==> config.mk <==
export PLATFORM = sky130hd
export DESIGN_NAME = rf_dump_streamer_flat
export DESIGN_NICKNAME = d
export VERILOG_FILES = /design/src/rtl/rf_dump_streamer_if.sv /design/src/rtl/rf_dump_streamer.sv /design/src/flat_wrapper.sv
export SDC_FILE = /design/constraint.sdc
export NUM_CORES = 1
export LEC_CHECK = 0
export ABC_AREA = 1
export CELL_PAD_IN_SITES_DETAIL_PLACEMENT = 2
export CELL_PAD_IN_SITES_GLOBAL_PLACEMENT = 2
export CORE_MARGIN = 1.5
export CORE_UTILIZATION = 28
export CTS_BUF_LIST = sky130_fd_sc_hd__clkbuf_8
export CTS_CLUSTER_SIZE = 20
export DETAILED_ROUTE_END_ITERATION = 16
export PLACE_DENSITY = 0.89
export SLEW_MARGIN = 10
export SYNTH_ARGS = -nofsm -noshare
export SYNTH_HDL_FRONTEND = slang
export SYNTH_SLANG_ARGS = --single-unit
export TNS_END_PERCENT = 1
==> constraint.sdc <==
create_clock -name clk -period 2 [get_ports clk]
set_input_delay 0.6 -clock clk [delete_from_list [all_inputs] [get_ports clk]]
set_output_delay 0.6 -clock clk [all_outputs]
set_load 0.01 [all_outputs]
==> src/rtl/rf_dump_streamer_if.sv <==
// Byte-stream channel carrying the framed register dump toward a UART TX or trace FIFO.
// The master drives the data; the slave drives out_ready.
interface rf_dump_streamer_if;
    logic       out_valid;
    logic       out_ready;
    logic [7:0] out_byte;
    logic       out_last;

    modport master (
        output out_valid,
        output out_byte,
        output out_last,
        input  out_ready
    );

    modport slave (
        input  out_valid,
        input  out_byte,
        input  out_last,
        output out_ready
    );
endinterface

==> src/rtl/rf_dump_streamer.sv <==
// Scans sccomp's register file on a start pulse and streams a framed byte dump:
// header, PC (big-endian), then NREGS register words (big-endian, r0 forced to zero).
module rf_dump_streamer #(
    parameter logic [7:0]  HEADER = 8'hA5,
    parameter int unsigned NREGS  = 32
) (
    input  logic                  clk,
    input  logic                  rstn,
    input  logic                  start,
    input  logic [31:0]           pc_in,
    output logic [4:0]            reg_sel,
    input  logic [31:0]           reg_data,
    rf_dump_streamer_if.master    strm,
    output logic                  busy,
    output logic                  done
);

    localparam logic [4:0] LAST_IDX = 5'(NREGS - 1);

    typedef enum logic [2:0] {
        S_IDLE,
        S_HDR,
        S_PC_B,
        S_SEL,
        S_REG_B,
        S_FIN
    } state_t;

    state_t      state_q, state_d;
    logic [1:0]  cnt_q,   cnt_d;
    logic [4:0]  idx_q,   idx_d;
    logic [4:0]  sel_q,   sel_d;
    logic [31:0] pc_q,    pc_d;
    logic [31:0] word_q,  word_d;
    logic [31:0] tx_word;
    logic [7:0]  tx_byte;

    assign reg_sel = sel_q;

    always_ff @(posedge clk or negedge rstn) begin
        if (!rstn) begin
            state_q <= S_IDLE;
            cnt_q   <= '0;
            idx_q   <= '0;
            sel_q   <= '0;
            pc_q    <= '0;
            word_q  <= '0;
        end else begin
            state_q <= state_d;
            cnt_q   <= cnt_d;
            idx_q   <= idx_d;
            sel_q   <= sel_d;
            pc_q    <= pc_d;
            word_q  <= word_d;
        end
    end

    // Stream outputs are decoded from the async-reset state, so reset drops out_valid at once.
    always_comb begin
        state_d = state_q;
        cnt_d   = cnt_q;
        idx_d   = idx_q;
        sel_d   = sel_q;
        pc_d    = pc_q;
        word_d  = word_q;

        strm.out_valid = 1'b0;
        strm.out_byte  = '0;
        strm.out_last  = 1'b0;
        busy           = 1'b1;
        done           = 1'b0;

        tx_word = (state_q == S_PC_B) ? pc_q : word_q;
        unique case (cnt_q)
            2'd0:    tx_byte = tx_word[31:24];
            2'd1:    tx_byte = tx_word[23:16];
            2'd2:    tx_byte = tx_word[15:8];
            default: tx_byte = tx_word[7:0];
        endcase

        unique case (state_q)
            S_IDLE: begin
                busy = 1'b0;
                if (start) begin
                    pc_d    = pc_in;
                    cnt_d   = '0;
                    state_d = S_HDR;
                end
            end
            S_HDR: begin
                strm.out_valid = 1'b1;
                strm.out_byte  = HEADER;
                if (strm.out_ready) begin
                    cnt_d   = '0;
                    state_d = S_PC_B;
                end
            end
            S_PC_B: begin
                strm.out_valid = 1'b1;
                strm.out_byte  = tx_byte;
                if (strm.out_ready) begin
                    cnt_d = cnt_q + 2'd1;
                    if (cnt_q == 2'd3) begin
                        idx_d   = '0;
                        sel_d   = '0;
                        state_d = S_SEL;
                    end
                end
            end
            S_SEL: begin
                word_d  = (idx_q == '0) ? '0 : reg_data;
                state_d = S_REG_B;
            end
            S_REG_B: begin
                strm.out_valid = 1'b1;
                strm.out_byte  = tx_byte;
                strm.out_last  = (idx_q == LAST_IDX) && (cnt_q == 2'd3);
                if (strm.out_ready) begin
                    cnt_d = cnt_q + 2'd1;
                    if (cnt_q == 2'd3) begin
                        if (idx_q < LAST_IDX) begin
                            idx_d   = idx_q + 5'd1;
                            sel_d   = idx_q + 5'd1;
                            state_d = S_SEL;
                        end else begin
                            state_d = S_FIN;
                        end
                    end
                end
            end
            S_FIN: begin
                busy    = 1'b0;
                done    = 1'b1;
                state_d = S_IDLE;
            end
            default: begin
                busy    = 1'b0;
                state_d = S_IDLE;
            end
        endcase
    end

endmodule

==> src/flat_wrapper.sv <==
// flat-port wrapper written by rule: the top's interface ports become plain ports
module rf_dump_streamer_flat 
#(
    parameter logic [7:0]  HEADER = 8'hA5,
    parameter int unsigned NREGS  = 32
)
  (clk, rstn, start, pc_in, reg_sel, reg_data, busy, done, strm_out_valid, strm_out_byte, strm_out_last, strm_out_ready);
  rf_dump_streamer_if strm_i ();
  input  logic clk;
  input  logic rstn;
  input  logic start;
  input  logic [31:0] pc_in;
  output logic [4:0] reg_sel;
  input  logic [31:0] reg_data;
  output logic busy;
  output logic done;
  output wire logic [$bits(strm_i.out_valid)-1:0] strm_out_valid;
  output wire logic [$bits(strm_i.out_byte)-1:0] strm_out_byte;
  output wire logic [$bits(strm_i.out_last)-1:0] strm_out_last;
  input wire logic [$bits(strm_i.out_ready)-1:0] strm_out_ready;
  assign strm_out_valid = strm_i.out_valid;
  assign strm_out_byte = strm_i.out_byte;
  assign strm_out_last = strm_i.out_last;
  assign strm_i.out_ready = strm_out_ready;
  rf_dump_streamer #(.HEADER(HEADER), .NREGS(NREGS)) u_core (.clk(clk), .rstn(rstn), .start(start), .pc_in(pc_in), .reg_sel(reg_sel), .reg_data(reg_data), .strm(strm_i), .busy(busy), .done(done));
endmodule
# After elaboration in Yosys (flattened, before gate mapping)
# Cells that the tools add are included.
word_totals:
  out_inout_bits: 17
  reg_bits: 74
  wordCells: 64
classes:
  eq_ne: 17
  reduce_logical: 13
  order_cmp: 1
  n_addsub: 2
  mux: 26
ops:
  columns: ["cell", "n"]
  rows:
  - ["2-to-1 mux 32 bit", 2]
  - ["2-to-1 mux 5 bit", 5]
  - ["case mux 8 bit (3 select lines)", 1]
  - ["2-to-1 mux 3 bit", 7]
  - ["case mux 8 bit (2 select lines)", 1]
  - ["case mux 3 bit (5 select lines)", 1]
  - ["AND reduction 6 bit", 2]
  - ["!= test 2 bit, second input constant", 5]
  - ["case mux 5 bit (2 select lines)", 1]
  - ["== test 3 x 2 -> 1 bit, second input constant", 2]
  - ["== test 3 bit, second input constant", 2]
  - ["2-to-1 mux 2 bit", 3]
  - ["!= test 2 x 1 -> 1 bit, second input constant", 3]
  - ["case mux 2 bit (3 select lines)", 1]
  - ["adder 5 x 1 -> 5 bit, second input constant", 1]
  - ["== test 5 bit, second input constant", 1]
  - ["logical NOT 5 bit", 1]
  - ["< comparator 5 bit, second input constant", 1]
  - ["== test 2 bit, second input constant", 2]
  - ["2-to-1 mux 1 bit", 4]
  - ["AND reduction 4 bit", 1]
  - ["OR reduction 4 bit", 1]
  - ["== test 3 x 1 -> 1 bit, second input constant", 1]
  - ["logical NOT 3 bit", 1]
  - ["other kinds (9)", 9]

# Logic depth before layout (Yosys ltp)
# Gate-level depths: netlist (run 1).
logic_depth:
  word_depth: 5
  ltp_mapped: 11
  ltp_nobuf: 10

# Worst setup path before layout (run 1)
# OpenSTA, ideal clock, no wires.
synth_path:
  kind: "register to output"
  from: "reg u_core.cnt_q[0]"
  to: "out strm_out_byte[3]"
  t_arrival_ps: 1421
  path_stages_with_launch: 10
  slack_ps: -21
  n_path_buf: 1
  path_cell_list: "dfrtp_1 inv_1 ha_1 clkbuf_1 nand2_1 nand2_1 nand2_1 nand3_1 a21oi_1 nor2_1"
synth_between:
  elab_chain_cells: 3
  elab_cells_between_ends: 5
  classes_between: "eq/ne (2); mux (2); reduce/logical (1)"
synth_lines:
  columns: ["item", "line", "text"]
  rows:
  - ["from (decl)", "rf_dump_streamer.sv:30", "logic [1:0] cnt_q, cnt_d;"]
  - ["from (signal assigned)", "rf_dump_streamer.sv:50", "cnt_q <= cnt_d;"]
  - ["== test 2 bit (tied with other cells)", "rf_dump_streamer.sv:74", "unique case (cnt_q)"]
  - ["case mux 8 bit (3 select lines) (*)", "rf_dump_streamer.sv:74", null]
  - ["case mux 8 bit (2 select lines) (*)", "rf_dump_streamer.sv:81", "unique case (state_q)"]
  - ["to (decl)", "flat_wrapper.sv:18", "output wire logic [$bits(strm_i.out_byte)-1:0] strm_out_byte;"]
# Every way passes the cells marked *; elsewhere a longest branch is shown, timed or not.

# Worst setup path in the final report (run 1)
layout_path:
  from: "reg u_core.cnt_q[1]"
  to: "out strm_out_byte[5]"
# Same word-level chain as after synthesis.

==> metrics.txt, run 1 <==
combinational power share 54.1%; post-synthesis cell type count 29; clock power share 13.2%; CTS tree built; Starting DRT DRC Count 126; Int Pwr 4640 uW; worst-path cell chain buf_6, ha_4, buf_6, nand2_4, o21ai_2, nand2_1, nand2_1, nor2_2, nand2_1, nand2_1, nand2_2, buf_6; maximum VDD drop 670 uV; vias in the first global route 4,346; final period utilization 133%; dpl ws -0.852 ns; initial antenna violation count 0; pwr/cell area 1530 mW/mm^2; I/O pins 85; DR pass1 iterations 4; total clock sinks 74; Leak 0.00264 uW; cts bufs inserted 9; Routed Antenna Nets 0; Final HPWL DP 11.3 mm; flop2flop setup slack 0.19 ns; Yosys warning total 0; sequential fraction of the synthesis area 48.0%; cell area after synthesis 0.00385 sq mm; Crit. End Element output port; syn nets 524; # DRC 0; Clock Path Buffers 2; Avg WL per Cell 21.1 um; Crit path max-delay family simple AND/OR/NAND/NOR gates; largest net degree at the start of global routing 75; Max stage delay on crit path 0.44 ns; CP max-delay cell dfrtp_1; DIE HEIGHT 120 um; max_slew headroom 71.3%; Worst Hold Class input port to async pin; Placeable Area 0.0133 sq mm; most frequent cells in the layout 128 x nand2_1, 73 x dfrtp_1, 67 x clkdlybuf4s50_1; Overall Global Routing Usage 23.0%; Synth Register Bits 74; NetSw 3730 uW; crit path max fanout 4; Crit Path Class register to output port; Critical Path Most Common Cell nand2_1; final setup fails 11; layout cell share with drive strength beyond 1 26.9%; clk_lat worst skew 0.38 ns; Setup Skew 0.0126 ns; GRT overflow 0; number of vias in the routed layout 3,749; Die ar. 0.0145 sq mm; reg2reg start u_core.state_q[1]$_DFFE_PN0P_; Reg2Reg Depth 10; layout net count 650; failing checks negative setup slack; routability cong. 0.908; most common cell after layout, fill and taps aside nand2_1; first-pass GRT wire length 24.7 mm; arrival time of the worst setup path 2.05 ns; Diodes inserted 0; clk slew on worst S/H paths 0.09 ns; Initial Utilization 28.9%; drt via density 4.97; FP Rows 42; I/O Buffers 84; Least-Margin Pin Slew 0.430 ns; Final TNS setup -5.62 ns; Max-cap violations 0; post-route minimum period 2.65 ns; synthesis-to-layout area growth 42.4%; Die X 120 um; sw frac 44.5%; critical path buffer and inverter count 3; Syn Area/Cell 8.59 sq um; Critical R2R Capture u_core.word_q[1]$_DFFE_PN0P_; CP Launch Type register; Final WS setup -0.652 ns; total power 8370 uW; Slew Viols, Final 0; CP Data Required Time 1.40 ns; H-tree depth 3; final hold violation count 0; total routed wirelength 15.9 mm; status finished, violations left; RSZ-0062 raised after global routing yes; root buffer cell clkbuf_8; max frequency 377 MHz; Gate Count Post-Synth 449; sequential share of power 32.8%
[worst max-delay path by stage]
| stage | slack, ns | cells past startpoint | to | from |
|---|---|---|---|---|
| 3_3_place_gp | -0.54 | 9 | strm_out_byte[1] | u_core.cnt_q[0]$_DFFE_PN0P_ |
| 6_report | -0.65 | 12 | strm_out_byte[5] | u_core.cnt_q[1]$_DFFE_PN0P_ |
| 2_1_floorplan | 0.0001 | 9 | strm_out_byte[6] | u_core.cnt_q[0]$_DFFE_PN0P_ |
| 4_1_cts | -0.56 | 12 | strm_out_byte[7] | u_core.cnt_q[1]$_DFFE_PN0P_ |
| 5_1_grt | -0.70 | 12 | strm_out_byte[5] | u_core.cnt_q[1]$_DFFE_PN0P_ |
| 3_5_place_dp | -0.85 | 9 | strm_out_byte[1] | u_core.cnt_q[0]$_DFFE_PN0P_ |
[synthesized netlist by cell type (all sizes together)]
cell type	instances	area share [%]
nor2	19	2.5
buf	13	2.7
dfrtp	74	48
nand3	60	8.4
clkbuf	7	0.68
nand4	1	0.16
nor3	2	0.39
ha	7	2.3
a31oi	3	0.49
nand3b	1	0.19
mux2	31	9.1
a21oi	14	1.8
inv	40	3.9
clkinv	1	0.097
nand2	136	14
nor3b	2	0.39
o211ai	2	0.39
o21ai	36	4.7
[power groups by stage]
stage	combinational (uW)	clock, uW	sequential [uW]
3_3_place_gp	3740	0	2670
6_report	4530	1100	2740
4_1_cts	4270	1130	2710
3_5_place_dp	4080	0	2720
2_1_floorplan	2290	0	2520
5_1_grt	4880	1180	2800
[cells by family after synthesis]
family / Yosys count / synth area share [%]
fa+ha+maj: 7 / 2.27
simple gates: 221 / 25.9
flops: 74 / 48.0
buf+inv: 61 / 7.37
mux: 31 / 9.06
compound gates: 55 / 7.37
[per-layer routing]
layer / wire length, um / up-vias / share of wire [%] / track usage, %
li1: - / 1715 / - / -
met1: 6270 / 1897 / 39 / 25.5
met2: 8460 / 100 / 53 / 41.9
met3: 537 / 37 / 3.4 / 4.43
met4: 672 / 0 / 4.2 / 11.4
met5: 0 / - / 0 / 0
[registers in the layout, summed over array words and instances, names as in the netlist]
| name | flops |
|---|---|
| u_core.pc_q | 32 |
| u_core.word_q | 32 |
| u_core.idx_q | 5 |
| u_core.state_q | 3 |
| u_core.cnt_q | 2 |
[repair_timing]
| item | in CTS | in global routing |
|---|---|---|
| setup buffers | 10 | 0 |
| gates resized for setup | 77 | 23 |
| hold buffers | 0 | 0 |
| endpoints found under the setup margin | 14 | 13 |
| pin swaps | 10 | 7 |
[metrics by stage]
| stage | area [sq um] | cells | util [%] | hold slack [ns] |
|---|---|---|---|---|
| after floorplan | 3860 | 449 | - | 0.304 |
| final | 5490 | 755 | 41.1 | 0.247 |
| after global routing | 5490 | 755 | 41.1 | 0.282 |
| after CTS | 5430 | 755 | 40.7 | 0.270 |
| after detailed placement | 5130 | 730 | 38.4 | 0.470 |
| after global placement | 5130 | 730 | 38.4 | 0.467 |
[layout make-up]
type | instances | area [sq um]
repair buffers | 135 | 1230
clock buffers | 11 | 151
fillers | 1491 | 7860
well taps | 176 | 220
flip-flops and latches | 74 | 1850
inverters | 41 | 158
clock inverters | 4 | 20.0
multi-input cells | 314 | 1850
Power figures use the tool's default switching activity.
==> run 2, diff against run 1 <==
--- a/config.mk
+++ b/config.mk
@@ -13,7 +13,7 @@
 export CTS_BUF_LIST = sky130_fd_sc_hd__clkbuf_8
 export CTS_CLUSTER_SIZE = 20
 export DETAILED_ROUTE_END_ITERATION = 16
-export PLACE_DENSITY = 0.89
+export PLACE_DENSITY = 0.78
 export SLEW_MARGIN = 10
 export SYNTH_ARGS = -nofsm -noshare
 export SYNTH_HDL_FRONTEND = slang
==> run 2 against run 1 <==
- the flow still finishes with violations (negative setup slack)
- sequential power is 3% lower
- utilization is 0.084 points higher
- total power is 1.8% lower
- critical path depth is 5 lower
- highest routed layer unchanged
- die area stayed put
==> metrics.txt, run 2 (synthesis gave the netlist of run 1 again) <==
status finished, violations left; failing checks negative setup slack; Die X 120 um (unchanged); Overall Global Routing Usage 20.8% (-2.1 points); final hold violation count 0 (unchanged); pwr/cell area 1500 mW/mm^2 (-2.0%); fillcell total 1,499 (+0.54%); CP Data Required Time 1.40 ns (about the same); H-tree depth 3 (unchanged); Routed Antenna Nets 0 (unchanged); Max-cap violations 0 (unchanged); number of vias in the routed layout 3,664 (-2.3%); DIE HEIGHT 120 um (unchanged); I/O pins 85 (unchanged); cts bufs inserted 9 (unchanged); max frequency 386 MHz (+2.5%); final setup fails 11 (unchanged); Avg WL per Cell 18.8 um (-11%); CTS tree built; total routed wirelength 14.2 mm (-11%); Placeable Area 0.0133 sq mm (unchanged); maximum VDD drop 456 uV (-32%); clk_lat worst skew 0.37 ns (about the same); most frequent cells in the layout 128 x nand2_1, 72 x dfrtp_1, 67 x clkdlybuf4s50_1; Final WS setup -0.587 ns (+0.0651 ns); RSZ-0062 raised after global routing yes; Setup Skew 0.00719 ns (-0.00544 ns); synthesis-to-layout area growth 42.6%; arrival time of the worst setup path 1.99 ns (-0.06 ns); # DRC 0 (unchanged); GRT overflow 0 (unchanged); Leak 0.00264 uW (about the same); routability cong. 0.802 (-12%); first-pass GRT wire length 22.8 mm (-7.6%); CP Launch Type register; total power 8220 uW (-1.8%); top flop regs u_core.pc_q x32, u_core.word_q x32, u_core.idx_q x5; most common cell after layout, fill and taps aside nand2_1; Layout Cells excl Fill 755 (unchanged); total clock sinks 74 (unchanged); final period utilization 129% (-3.3 points); drt via density 4.85 (-2.3%); Starting DRT DRC Count 99 (-21%); Diodes inserted 0 (unchanged); Crit Path Class register to output port; max_slew headroom 72.9% (+1.6 points); Die ar. 0.0145 sq mm (unchanged); Final HPWL DP 10.3 mm (-8.6%); largest net degree at the start of global routing 75 (unchanged); WHS 0.269 ns (+0.0215 ns); hold-fix buffers at CTS 0 (unchanged); initial antenna violation count 0 (unchanged); Clock Path Buffers 2 (unchanged); root buffer cell clkbuf_8; Final TNS setup -4.91 ns (+0.709 ns); placed cell count 738 (+1.1%); Least-Margin Pin Slew 0.406 ns (-0.0239 ns); DR pass1 iterations 4 (unchanged); Worst Hold Class input port to async pin; crit path max fanout 6 (+2); vias in the first global route 4,334 (-0.28%); Crit. End Element output port; clk slew on worst S/H paths 0.08 ns (about the same); post-route minimum period 2.59 ns (-0.0651 ns); FP Rows 42 (unchanged); Initial Utilization 28.9% (unchanged); I/O Buffers 84 (unchanged); Slew Viols, Final 0 (unchanged); layout net count 651 (+0.15%); layout cell share with drive strength beyond 1 26.9% (unchanged)
-- run 2: cell count changes in the layout (fill, tap and decap cells not counted), moves of 2 or more --
cell       change
buf_6          -4
buf_4          +3
bufinv_16      +2
o21ai_1        +2
-- run 2: final timing paths --
path | from | endpoint | slack (ns) | depth (start not counted)
max | u_core.cnt_q[1]$_DFFE_PN0P_ | strm_out_byte[4] | -0.59 | 7
min | rstn | u_core.state_q[2]$_DFFE_PN0P_ | 0.27 | 2
max reg2reg | u_core.state_q[1]$_DFFE_PN0P_ | u_core.word_q[9]$_DFFE_PN0P_ | 0.16 | 10
min reg2reg | u_core.word_q[6]$_DFFE_PN0P_ | u_core.word_q[6]$_DFFE_PN0P_ | 0.49 | 2
max in group asynchronous | rstn | u_core.cnt_q[1]$_DFFE_PN0P_ | 1.40 | 2
min in group clk | u_core.word_q[6]$_DFFE_PN0P_ | u_core.word_q[6]$_DFFE_PN0P_ | 0.49 | 2
-- run 2: routing by layer --
layer  GRT usage [%]  wire (um)
met3            3.73        448
met5               0          0
met2            38.7       7660
met1            23.7       5800
met4            7.72        317
-- run 2: final cells by class --
| class | instances | area [sq um] | area share, % |
|---|---|---|---|
| flip-flops and latches | 74 | 1850 | 33.7 |
| inverters | 41 | 160 | 2.91 |
| multi-input cells | 314 | 1830 | 33.2 |
| well taps | 176 | 220 | 4.00 |
| clock buffers | 10 | 138 | 2.50 |
| repair buffers | 136 | 1230 | 22.4 |
| clock inverters | 4 | 68.8 | 1.25 |
-- run 2: power by group --
group          switching (uW)  total, uW  internal [uW]
Sequential                444       2660           2220
Combinational            2400       4280           1880
Clock                     571       1290            717
-- run 2: per-stage QoR --
step | area, sq um | utilization (%) | setup WS [ns]
2_1_floorplan | 3860 | - | 0.000115
5_1_grt | 5500 | 41.2 | -0.640
3_5_place_dp | 5190 | 38.9 | -0.702
3_3_place_gp | 5190 | 38.9 | -0.554
4_1_cts | 5450 | 40.8 | -0.554
6_report | 5500 | 41.2 | -0.587
-- run 2: what timing repair did --
item                       in CTS  in global routing
buffers inserted                1                  1
setup endpoints to repair      15                 13
cloned                          1                  0
resized for setup              76                 22
pin swaps                      11                  5
-- run 2: worst max-delay path: stages (launching register included) --
cell	delay, ns
dfrtp_2	0.46
ha_1	0.27
clkinv_2	0.17
nand2_4	0.17
nand2_1	0.07
a31oi_1	0.23
nor2_2	0.10
buf_2	0.15
==> variant: new RTL, flow settings as in run 1 <==
Make the reset (`rstn`) synchronous in one clocked block. Comments in the files are not updated.
--- a/src/rtl/rf_dump_streamer.sv
+++ b/src/rtl/rf_dump_streamer.sv
@@ -37,7 +37,7 @@
 
     assign reg_sel = sel_q;
 
-    always_ff @(posedge clk or negedge rstn) begin
+    always_ff @(posedge clk) begin
         if (!rstn) begin
             state_q <= S_IDLE;
             cnt_q   <= '0;
Check against the original RTL: differs if rstn is asserted again (counterexample within 4 cycles, from zero or initial values and one cycle with rstn low); with rstn held inactive, the same outputs for 10 cycles.
==> variant against run 1 <==
  * The flow still finishes with violations (setup timing)
  * Clock power is 25% higher
  * Maximum frequency increased by 4.5%
  * Power down 22%
  * Core utilization rose by 1.5 points
  * Sequential cell count is the same
  * Cell count increased by 6.2%
  * Design area fell by 2.3%
  * Count of clock-buffer cells in the layout decreased by 2
  * Worst setup slack better by 0.11 ns
  * Wire length rose by 9.2%
  * Synthesized area shrank 7.0%
  * Critical path type unchanged
  * Largest power group unchanged
==> variant: results <==
group,metric,value,unit
routing,drtIter0Drc,197,
power_and_ir_drop,p_sw_frac,0.433,
timing,fin_ws,-0.539,ns
power_and_ir_drop,ir_worst_vdd,0.000426,V
routing,routed_wl,17400,microns
power_and_ir_drop,p_leak,2.34,nW
timing,skew,0.0116,ns
timing,whs,0.468,ns
place,dp_hpwl,10900,microns
logic_synthesis,syn_nets,584,
routing,dr_wl_met2,9250,microns
logic_synthesis,synth_top_flop_cell,"dfxtp_1",
status,violations,"setup timing",
logic_synthesis,synth_area_leaders,"dfxtp_1, a21oi_1, nand2_1, o21ai_0, inv_1",
logic_synthesis,synth_area_per_cell,7.05,sq um
logic_synthesis,yosys.cell_types.count,25,
place,place_area,4920,sq um
setup_path,slowest_delay,0.39,ns
setup_path,cp_slowest_cell,"dfxtp_4",
logic_synthesis,yosysSeqAreaShare,0.413,
status,outcome,"finished, violations left",
global_route,grtUsageMet2,0.479,
logic_synthesis,synth_common_cells,"nand2_1, a21oi_1, dfxtp_1",
place,place.gp.congestion,0.836,
cells_and_area,final_nets,701,
global_route,grt_usage,0.261,
timing,slew_headroom,0.735,
routing,met1_length,6890,microns
cells_and_area,fillers,1422,
routing,met3_length,624,microns
global_route,grt_use_met1,0.291,
timing,setup_viol,10,
global_route,grt_pass1_vias,4545,
setup_path,cp_top_family,"buffers and inverters",
[variant: cells by family (layout without fill, tap and decap cells)]
group,count (synthesis),in the layout,synth area share
simple gates,165,165,0.199
flops,74,74,0.413
buf+inv,91,212,0.0980
compound gates,172,172,0.265
fa+ha+maj,7,7,0.0244
[variant: power by group through the flow]
stage          Clock [mW]  Combinational [mW]  Sequential, mW
2_1_floorplan           0                1.35            1.94
3_3_place_gp            0                2.47            1.98
3_5_place_dp            0                2.66            2.01
4_1_cts              1.37                2.82            2.03
5_1_grt              1.45                3.33            2.09
6_report             1.37                3.12            2.07
[variant: final cells by class]
cell class	instances	area (sq um)	area share
Clock buffer	9	124	0.0231
Inverter	61	245	0.0457
Multi-Input combinational cell	344	1900	0.354
Tap cell	172	215	0.0401
Clock inverter	6	90.1	0.0168
Sequential cell	74	1500	0.280
Timing Repair Buffer	136	1290	0.241
[variant: final timing paths]
| check | endpoint | from | cells after the start |
|---|---|---|---|
| min reg2reg | u_core.pc_q[12]$_SDFFE_PN0P_ | u_core.pc_q[12]$_SDFFE_PN0P_ | 2 |
| min | u_core.pc_q[12]$_SDFFE_PN0P_ | u_core.pc_q[12]$_SDFFE_PN0P_ | 2 |
| max reg2reg | u_core.state_q[2]$_SDFFE_PN0P_ | u_core.state_q[1]$_SDFFE_PN0P_ | 9 |
| max | strm_out_byte[6] | u_core.cnt_q[0]$_SDFFE_PN0P_ | 9 |
[variant: what timing repair did]
| item | in CTS | in global routing |
|---|---|---|
| setup endpoints to repair | 15 | 13 |
| cloned | 0 | 0 |
| hold buffers | 0 | 0 |
| gates resized for setup | 84 | 40 |
| pin swaps | 13 | 9 |
| buffers inserted | 7 | 0 |
